## src/rtl/sync_params_pkg.sv

```systemverilog
// Package: sync_params_pkg
// Shared defaults for the mediation register bank: data width, config-bus
// base address, reset value and the channel index type.
package sync_params_pkg;

    localparam int unsigned MEDREG_DATA_W    = 16;
    localparam int unsigned MEDREG_NUM_CH    = 3;
    localparam int unsigned MEDREG_ADDR_W    = 8;
    localparam logic [7:0]  MEDREG_BASE_ADDR = 8'h20;
    localparam int unsigned MEDREG_RST_VAL   = 0;

    // Index of a channel within the default-sized bank.
    typedef logic [$clog2(MEDREG_NUM_CH)-1:0] ch_idx_t;

    // Even parity bit for a data word: the stored bit makes the total count even.
    function automatic logic even_par(input logic [MEDREG_DATA_W-1:0] d);
        return ^d;
    endfunction

endpackage

```

## src/rtl/medregs_bank_ch.sv

```systemverilog
// Module: medregs_bank_ch
// One double-buffered mediation register: write-side shadow, live copy,
// pending flag and sticky overrun flag. Optional even parity under the
// MEDREGS_PARITY_EN macro.
// Ports:
//   clk, rst         clock, synchronous active-high reset
//   wr_en, wr_data   shadow write strobe and data
//   commit           move pending shadow to live
//   ovr_clr          clear sticky overrun (and par_err when parity is built)
//   live             live value to the mediator
//   pending          shadow written since last commit
//   overrun          second write to a pending shadow before commit
//   par_bad          (MEDREGS_PARITY_EN) live copy currently fails its check
//   par_err          (MEDREGS_PARITY_EN) sticky, registered version of par_bad
module medregs_bank_ch
    import sync_params_pkg::*;
#(
    parameter int unsigned        DATA_W  = MEDREG_DATA_W,
    parameter logic [DATA_W-1:0]  RST_VAL = '0
) (
    input  logic              clk,
    input  logic              rst,
    input  logic              wr_en,
    input  logic [DATA_W-1:0] wr_data,
    input  logic              commit,
    input  logic              ovr_clr,
    output logic [DATA_W-1:0] live,
    output logic              pending,
    output logic              overrun
`ifdef MEDREGS_PARITY_EN
    ,
    output logic              par_bad,
    output logic              par_err
`endif
);

    logic [DATA_W-1:0] shadow;

    // A commit in the same cycle as a write moves the old shadow to live
    // while the new data lands in the shadow, so pending stays set.
    always_ff @(posedge clk) begin
        if (rst) begin
            shadow  <= RST_VAL;
            live    <= RST_VAL;
            pending <= 1'b0;
            overrun <= 1'b0;
        end else begin
            if (commit && pending)
                live <= shadow;
            if (wr_en)
                shadow <= wr_data;

            if (wr_en)
                pending <= 1'b1;
            else if (commit)
                pending <= 1'b0;

            // Set has priority over clear.
            if (wr_en && pending && !commit)
                overrun <= 1'b1;
            else if (ovr_clr)
                overrun <= 1'b0;
        end
    end

`ifdef MEDREGS_PARITY_EN
    logic shadow_par;
    logic live_par;

    always_ff @(posedge clk) begin
        if (rst) begin
            shadow_par <= ^RST_VAL;
            live_par   <= ^RST_VAL;
            par_err    <= 1'b0;
        end else begin
            if (commit && pending)
                live_par <= shadow_par;
            if (wr_en)
                shadow_par <= ^wr_data;

            if (par_bad)
                par_err <= 1'b1;
            else if (ovr_clr)
                par_err <= 1'b0;
        end
    end

    assign par_bad = ^{live, live_par};
`endif

endmodule

```

## src/rtl/medregs_bank.sv

```systemverilog
// Module: medregs_bank
// Bank of NUM_CH double-buffered mediation registers with a global commit
// and an address-decoded read port of fixed 1-cycle latency.
// Optional feature macro: MEDREGS_PARITY_EN (adds parity storage, par_err
// output, and parity-qualified rd_err).
// Ports:
//   clk, rst              clock, synchronous active-high reset
//   wr_en, wr_data        per-channel shadow write strobes / packed data
//   commit                pending shadows -> live, all channels at once
//   live_data             packed live values
//   pending, overrun      per-channel status
//   ovr_clr               clears overrun (and par_err)
//   rd_req, rd_addr       config read request
//   rd_valid, rd_data     read response, one cycle after rd_req
//   rd_err                out-of-range (or bad parity) response
//   par_err               (MEDREGS_PARITY_EN) sticky per-channel parity error
module medregs_bank
    import sync_params_pkg::*;
#(
    parameter int unsigned        DATA_W    = MEDREG_DATA_W,
    parameter int unsigned        NUM_CH    = MEDREG_NUM_CH,
    parameter int unsigned        ADDR_W    = MEDREG_ADDR_W,
    parameter logic [ADDR_W-1:0]  BASE_ADDR = ADDR_W'(MEDREG_BASE_ADDR),
    parameter logic [DATA_W-1:0]  RST_VAL   = DATA_W'(MEDREG_RST_VAL)
) (
    input  logic                     clk,
    input  logic                     rst,
    input  logic [NUM_CH-1:0]        wr_en,
    input  logic [NUM_CH*DATA_W-1:0] wr_data,
    input  logic                     commit,
    output logic [NUM_CH*DATA_W-1:0] live_data,
    output logic [NUM_CH-1:0]        pending,
    output logic [NUM_CH-1:0]        overrun,
    input  logic                     ovr_clr,
    input  logic                     rd_req,
    input  logic [ADDR_W-1:0]        rd_addr,
    output logic                     rd_valid,
    output logic [DATA_W-1:0]        rd_data,
    output logic                     rd_err
`ifdef MEDREGS_PARITY_EN
    ,
    output logic [NUM_CH-1:0]        par_err
`endif
);

`ifdef MEDREGS_PARITY_EN
    logic [NUM_CH-1:0] par_bad;
`endif

    for (genvar i = 0; i < NUM_CH; i++) begin : g_ch
        medregs_bank_ch #(
            .DATA_W  (DATA_W),
            .RST_VAL (RST_VAL)
        ) u_ch (
            .clk     (clk),
            .rst     (rst),
            .wr_en   (wr_en[i]),
            .wr_data (wr_data[i*DATA_W +: DATA_W]),
            .commit  (commit),
            .ovr_clr (ovr_clr),
            .live    (live_data[i*DATA_W +: DATA_W]),
            .pending (pending[i]),
            .overrun (overrun[i])
`ifdef MEDREGS_PARITY_EN
            ,
            .par_bad (par_bad[i]),
            .par_err (par_err[i])
`endif
        );
    end

    // One extra bit so addresses below BASE_ADDR wrap to a large offset.
    logic [ADDR_W:0]   offset;
    logic              in_range;
    logic [DATA_W-1:0] sel_data;
    logic              sel_bad;

    assign offset   = {1'b0, rd_addr} - {1'b0, BASE_ADDR};
    assign in_range = (offset < (ADDR_W+1)'(NUM_CH));

    always_comb begin
        sel_data = '0;
        sel_bad  = 1'b0;
        for (int unsigned i = 0; i < NUM_CH; i++) begin
            if (offset == (ADDR_W+1)'(i)) begin
                sel_data = live_data[i*DATA_W +: DATA_W];
`ifdef MEDREGS_PARITY_EN
                sel_bad  = par_bad[i];
`endif
            end
        end
    end

    always_ff @(posedge clk) begin
        if (rst) begin
            rd_valid <= 1'b0;
            rd_data  <= '0;
            rd_err   <= 1'b0;
        end else begin
            rd_valid <= rd_req;
            if (rd_req) begin
                rd_data <= in_range ? sel_data : '0;
                rd_err  <= !in_range || sel_bad;
            end
        end
    end

endmodule

```

## config.mk

```make
export PLATFORM = sky130hd
export DESIGN_NAME = medregs_bank
export DESIGN_NICKNAME = d
export VERILOG_FILES = /design/src/rtl/sync_params_pkg.sv /design/src/rtl/medregs_bank_ch.sv /design/src/rtl/medregs_bank.sv
export SDC_FILE = /design/constraint.sdc
export NUM_CORES = 1
export LEC_CHECK = 0
export BUFFER_PORTS_ARGS = -buffer_cell sky130_fd_sc_hd__buf_2
export CAP_MARGIN = 20
export CORE_MARGIN = 2
export CORE_UTILIZATION = 40
export DETAILED_ROUTE_END_ITERATION = 16
export GPL_ROUTABILITY_DRIVEN = 1
export PLACE_DENSITY = 0.67
export RECOVER_POWER = 25
export SYNTH_ARGS = -nofsm -noshare
export SYNTH_HDL_FRONTEND = slang
export SYNTH_SLANG_ARGS = --single-unit
export TNS_END_PERCENT = 10
```

## constraint.sdc

```tcl
create_clock -name clk -period 1.4 [get_ports clk]
set_input_delay 0.07 -clock clk [delete_from_list [all_inputs] [get_ports clk]]
set_output_delay 0.07 -clock clk [all_outputs]
set_load 0.05 [all_outputs]
```

After elaboration in Yosys (flattened, before gate mapping)
Cells that the tools add are included.

word-level totals
  register bits after elaboration = 120
  output and inout bits = 72
  bits in writable memories = 0
  bits in read-only memories = 0
  input port bits = 64
  bits in latches = 0
  memories kept = 0

operators by class
  multiply operators = 0
  $add $sub $neg = 1
  shifts and indexed selects = 0
  multiplexer cells = 12
  reductions and logical operators = 18
  divide/modulo/power cells = 0
  equal/unequal tests = 2
  order comparisons = 1
  bitwise operators = 0

operators by type and width
  kind                                                                          number
  16-bit two-way mux                                                            4
  2-bit nonzero test                                                            6
  9-bit by 1-bit == test with 1-bit output, second input constant               1
  9-bit by 2-bit == test with 1-bit output, second input constant               1
  1-bit logical AND                                                             9
  9-bit logical NOT                                                             1
  9-bit by 2-bit less-than comparator with 1-bit output, second input constant  1
  8-bit by 6-bit subtractor with 9-bit output, second input constant            1
  1-bit two-way mux                                                             8
  1-bit logical NOT                                                             2

Longest topological paths before layout
  word-level depth = 6
  mapped depth = 7

Cells and area by module
A second synthesis with hierarchy kept.

unflattened totals
  cell total of the unflattened synthesis = 513
  area total of the unflattened synthesis = 5462.7 um^2

by module, submodules not included
  module           cells an instance  times used  area an instance (um^2)
  medregs_bank_ch  133                3           1420.1
  medregs_bank     114                1           1202.4

Worst setup path after synthesis
Ideal clock, no wire load.

  path kind = input to register
  from = input port rd_addr[6]
  to = register rd_data[10]
  setup slack = 0.090 ns
  required time = 1.283 ns
  setup time = 0.117 ns
  path buffers = 1
  stages on the path = 7
  data arrival time = 1.193 ns
  path through = inv_1 ha_1 and3b_1 and3_1 and4bb_4 buf_6 a22o_1

between the ends
  word-level cells in the longest chain between the ends = 6
  elaborated cells on any way between the ends = 9
  classes of those cells = add/sub (1); order compare (1); eq/ne (2); mux (4); reduce/logical (1)

RTL lines
  what                                                                                           RTL line             source
  start, declared                                                                                medregs_bank.sv:36   input logic [ADDR_W-1:0] rd_addr,
  8-bit by 6-bit subtractor with 9-bit output (*)                                                medregs_bank.sv:78   assign offset = {1'b0, rd_addr} - {1'b0, BASE_ADDR};
  branches (longest 4 deep; another with 9-bit by 2-bit less-than comparator with 1-bit output)  n/a
  16-bit two-way mux (*)                                                                         medregs_bank.sv:102  rd_data <= in_range ? sel_data : '0;
  end signal, assigned                                                                           medregs_bank.sv:102
  end, declared                                                                                  medregs_bank.sv:38   output logic [DATA_W-1:0] rd_data,

Mark *: on every way between the ends.
A chain may end at the register's enable or synchronous reset.

Final worst setup path
  from = register g_ch[2].u_ch.live[0]
  to = output port live_data[32]

RTL lines
  what                    RTL line               source
  start, declared         medregs_bank_ch.sv:27  output logic [DATA_W-1:0] live,
  start signal, assigned  medregs_bank_ch.sv:49  live <= shadow;
  end, declared           medregs_bank.sv:31     output logic [NUM_CH*DATA_W-1:0] live_data,

No word-level cell between the ends.

==> flow_summary_export.csv <==
group,metric,value,unit
placed_design,gp_congestion,0.826,
worst_setup_path,start_kind,"flip-flop",
worst_setup_path,reg2reg_from,"g_ch[2].u_ch.pending",
worst_hold_path,worstHoldStart,"ovr_clr",
finish,antenna_cells,0,
power,total_power,0.00882,W
clock_network,cts_sinks,120,
global_route,antenna_found_initial,0,
floorplanning,fp-row-count,39,
floorplanning,die_w,111,um
worst_setup_path,end_kind,"output pin",
finish,nNetsFinal,751,
finish,syn2layout_area_growth,39.4,%
worst_setup_path,cp_max_fo,3,
drt,num_vias,4063,
synth,synth_cells,512,
sta,max-slew-margin-rel,29.9,%
sta,period_needed,1.21,ns
worst_setup_path,worstReg2RegEnd,"g_ch[2].u_ch.live[7]",
floorplanning,start_util,40.6,%
synth,yosysSeqAreaShare,52.3,%
sta,finalSetupViolations,0,
floorplanning,fp.dieH,111,um
outcome,outcome,"finished clean",
power,p_leak,2.93,nW
drt,drc_errors,0,
sta,final_max_slew_viol_count,0,
worst_setup_path,critPathRequiredTime,1.33,ns
worst_hold_path,min_path_cells,4,
worst_setup_path,crit_family,"flip-flops",
worst_setup_path,path_class,"reg2out",
global_route,grt.total_usage,20.6,%
sta,finalHoldViolations,0,
synth,synth_area,0.00459,mm^2
worst_setup_path,critPathArrivalTime,1.14,ns
clock_network,clkSlewWorstSetupHoldPaths,0.05,ns
worst_setup_path,slowest_delay,0.43,ns
placed_design,io_buffer_count,135,
sta,skew,0.00966,ns
worst_setup_path,slowest_stage,"dfxtp_1",
synth,yosys_warnings,0,
placed_design,hpwl,8.73,mm
global_route,grt_pass1_vias,4043,
clock_network,cts_tree,"yes",
power,power_density,1380,mW/mm^2
drt,vias_per_cell,4.84,
worst_setup_path,worst-path-buf-inv,1,
worst_setup_path,crit_chain,"buf_2",
synth,synth_cell_types,27,
synth,ys_seq_elements,120,
job,cap_viol_max_count,0,
clock_network,cts_made_buffers,17,
drt,wl,12.5,mm
floorplanning,dieArea,0.0124,mm^2
clock_network,cts_setup_buffers,0,
drt,dr.pass1.iters,4,
clock_network,hold_buffers,49,
drt,avgRoutedWirePerCell,14.9,um
clock_network,clock_latency,0.41,ns
worst_hold_path,min_to,"g_ch[2].u_ch.overrun",
worst_hold_path,min-delay-path-class,"in2reg",
sta,rsz0062_at_grt,"false",
floorplanning,ioPinCount,136,
finish,layout_common_cells,"131 x buf_2, 120 x dfxtp_1, 119 x nand2_1",
worst_setup_path,worstRegToRegCells,3,
sta,worst_pin_slew,1.05,ns
floorplanning,core,0.0113,mm^2
synth,synth_nets,579,
clock_network,clockBufferDepth,2,
global_route,grt_pass1_wl,20.2,mm
synth,netlist.area_leader.share,52.3,%
worst_setup_path,cp-startpoint,"g_ch[2].u_ch.live[0]",
synth,yosysTopAreaCell,"dfxtp_1",
synth,synth.area.top_cells,"dfxtp_1 52%, mux2i_1 14%, nand2_1 9.7%",
global_route,grt_max_degree,59,
sta,achievable-frequency,825,MHz
finish,drive_gt1_share,24.7,%
sta,fin_crit_sh,86.6,%
synth,avgSynthCellArea,8.97,um^2
power,ir_worst_vdd,0.896,mV
finish,utilization,56.6,%
finish,mostFrequentLayoutCell,"buf_2",
worst_setup_path,r2r_slack,0.28,ns
clock_network,post_cts_resized,0,
global_route,grt-ovfl-total,0,
drt,drt_iter0_markers,285,
clock_network,htreeDepth,4,
clock_network,clockRootBuffer,"clkbuf_16",
drt,ant_nets,0,
## per-layer routing
| metal | global-route usage (%) | vias to the layer above | wire (um) |
|---|---|---|---|
| met1 | 25.2 | 1896 | 5600 |
| met3 | 7.16 | 12 | 715 |
| li1 | - | 2039 | - |
| met2 | 33.9 | 116 | 6020 |
| met5 | 0 | - | 0 |
| met4 | 6.58 | 0 | 131 |
## flip-flops by register name, summed over array words and instances, names as in the netlist
| register | count |
|---|---|
| rd_err | 1 |
| g_ch.u_ch.pending | 3 |
| g_ch.u_ch.overrun | 3 |
| g_ch.u_ch.live | 48 |
| rd_valid | 1 |
| g_ch.u_ch.shadow | 48 |
| rd_data | 16 |
## through the flow
stage | TNS, ns | hold slack (ns) | instance area (um^2) | instances | setup slack [ns]
detailed placement | -0.115 | 0.311 | 5310 | 759 | -0.0188
global route | 0 | 0.0397 | 6400 | 839 | 0.158
CTS | 0 | 0.0152 | 6410 | 839 | 0.179
global placement | 0 | 0.304 | 5310 | 759 | 0.0258
floorplan | 0 | 0.198 | 4590 | 512 | 0.0905
finish | 0 | 0.0256 | 6400 | 839 | 0.188
## cell usage after synthesis (all sizes together)
| master | n |
|---|---|
| xnor2 | 1 |
| a211oi | 1 |
| a21oi | 51 |
| a32o | 1 |
| a22o | 15 |
| and2 | 3 |
| nand3 | 1 |
| nand2 | 119 |
| nor2b | 8 |
| dfxtp | 120 |
| o21a | 1 |
| mux2i | 64 |
| o21bai | 1 |
| clkbuf | 13 |
| ha | 3 |
| and3 | 1 |
| nor3 | 2 |
| inv | 2 |
| buf | 28 |
| o21ai | 16 |
| nor2 | 59 |
| and4bb | 1 |
| and3b | 1 |
## power by group
group	total (W)	switching (W)	internal, W
Combinational	0.000770	0.000442	0.000328
Sequential	0.00361	0.0000747	0.00354
Clock	0.00444	0.00147	0.00297
## worst max-delay path by stage
stage	end	slack, ns	depth (start not counted)
after floorplan	rd_data[10]	0.09	7
after global placement	rd_data[13]	0.03	7
after detailed placement	rd_data[13]	-0.02	7
after CTS	live_data[32]	0.18	1
after global routing	live_data[32]	0.16	1
final	live_data[32]	0.19	1
## layout make-up
class / instances / area [um^2]
fillers: 999 / 4920
flip-flops and latches: 120 / 2400
multi-input cells: 349 / 1970
repair buffers: 194 / 1240
clock buffers: 23 / 488
well taps: 143 / 179
clock inverters: 8 / 119
inverters: 2 / 7.51
## cell families (layout without fill, tap and decap cells)
kind of cell | count (synthesis) | count (layout) | synth area share, %
and+or+nand+nor | 195 | 195 | 17.1
buffers and inverters | 43 | 227 | 4.82
muxes | 64 | 64 | 13.9
DFF | 120 | 120 | 52.3
AOI/OAI and AO/OA | 86 | 86 | 10.9
adders and majority gates | 3 | 3 | 0.817
xor gates and xnor gates | 1 | 1 | 0.191
Power figures use the tool's default switching activity.
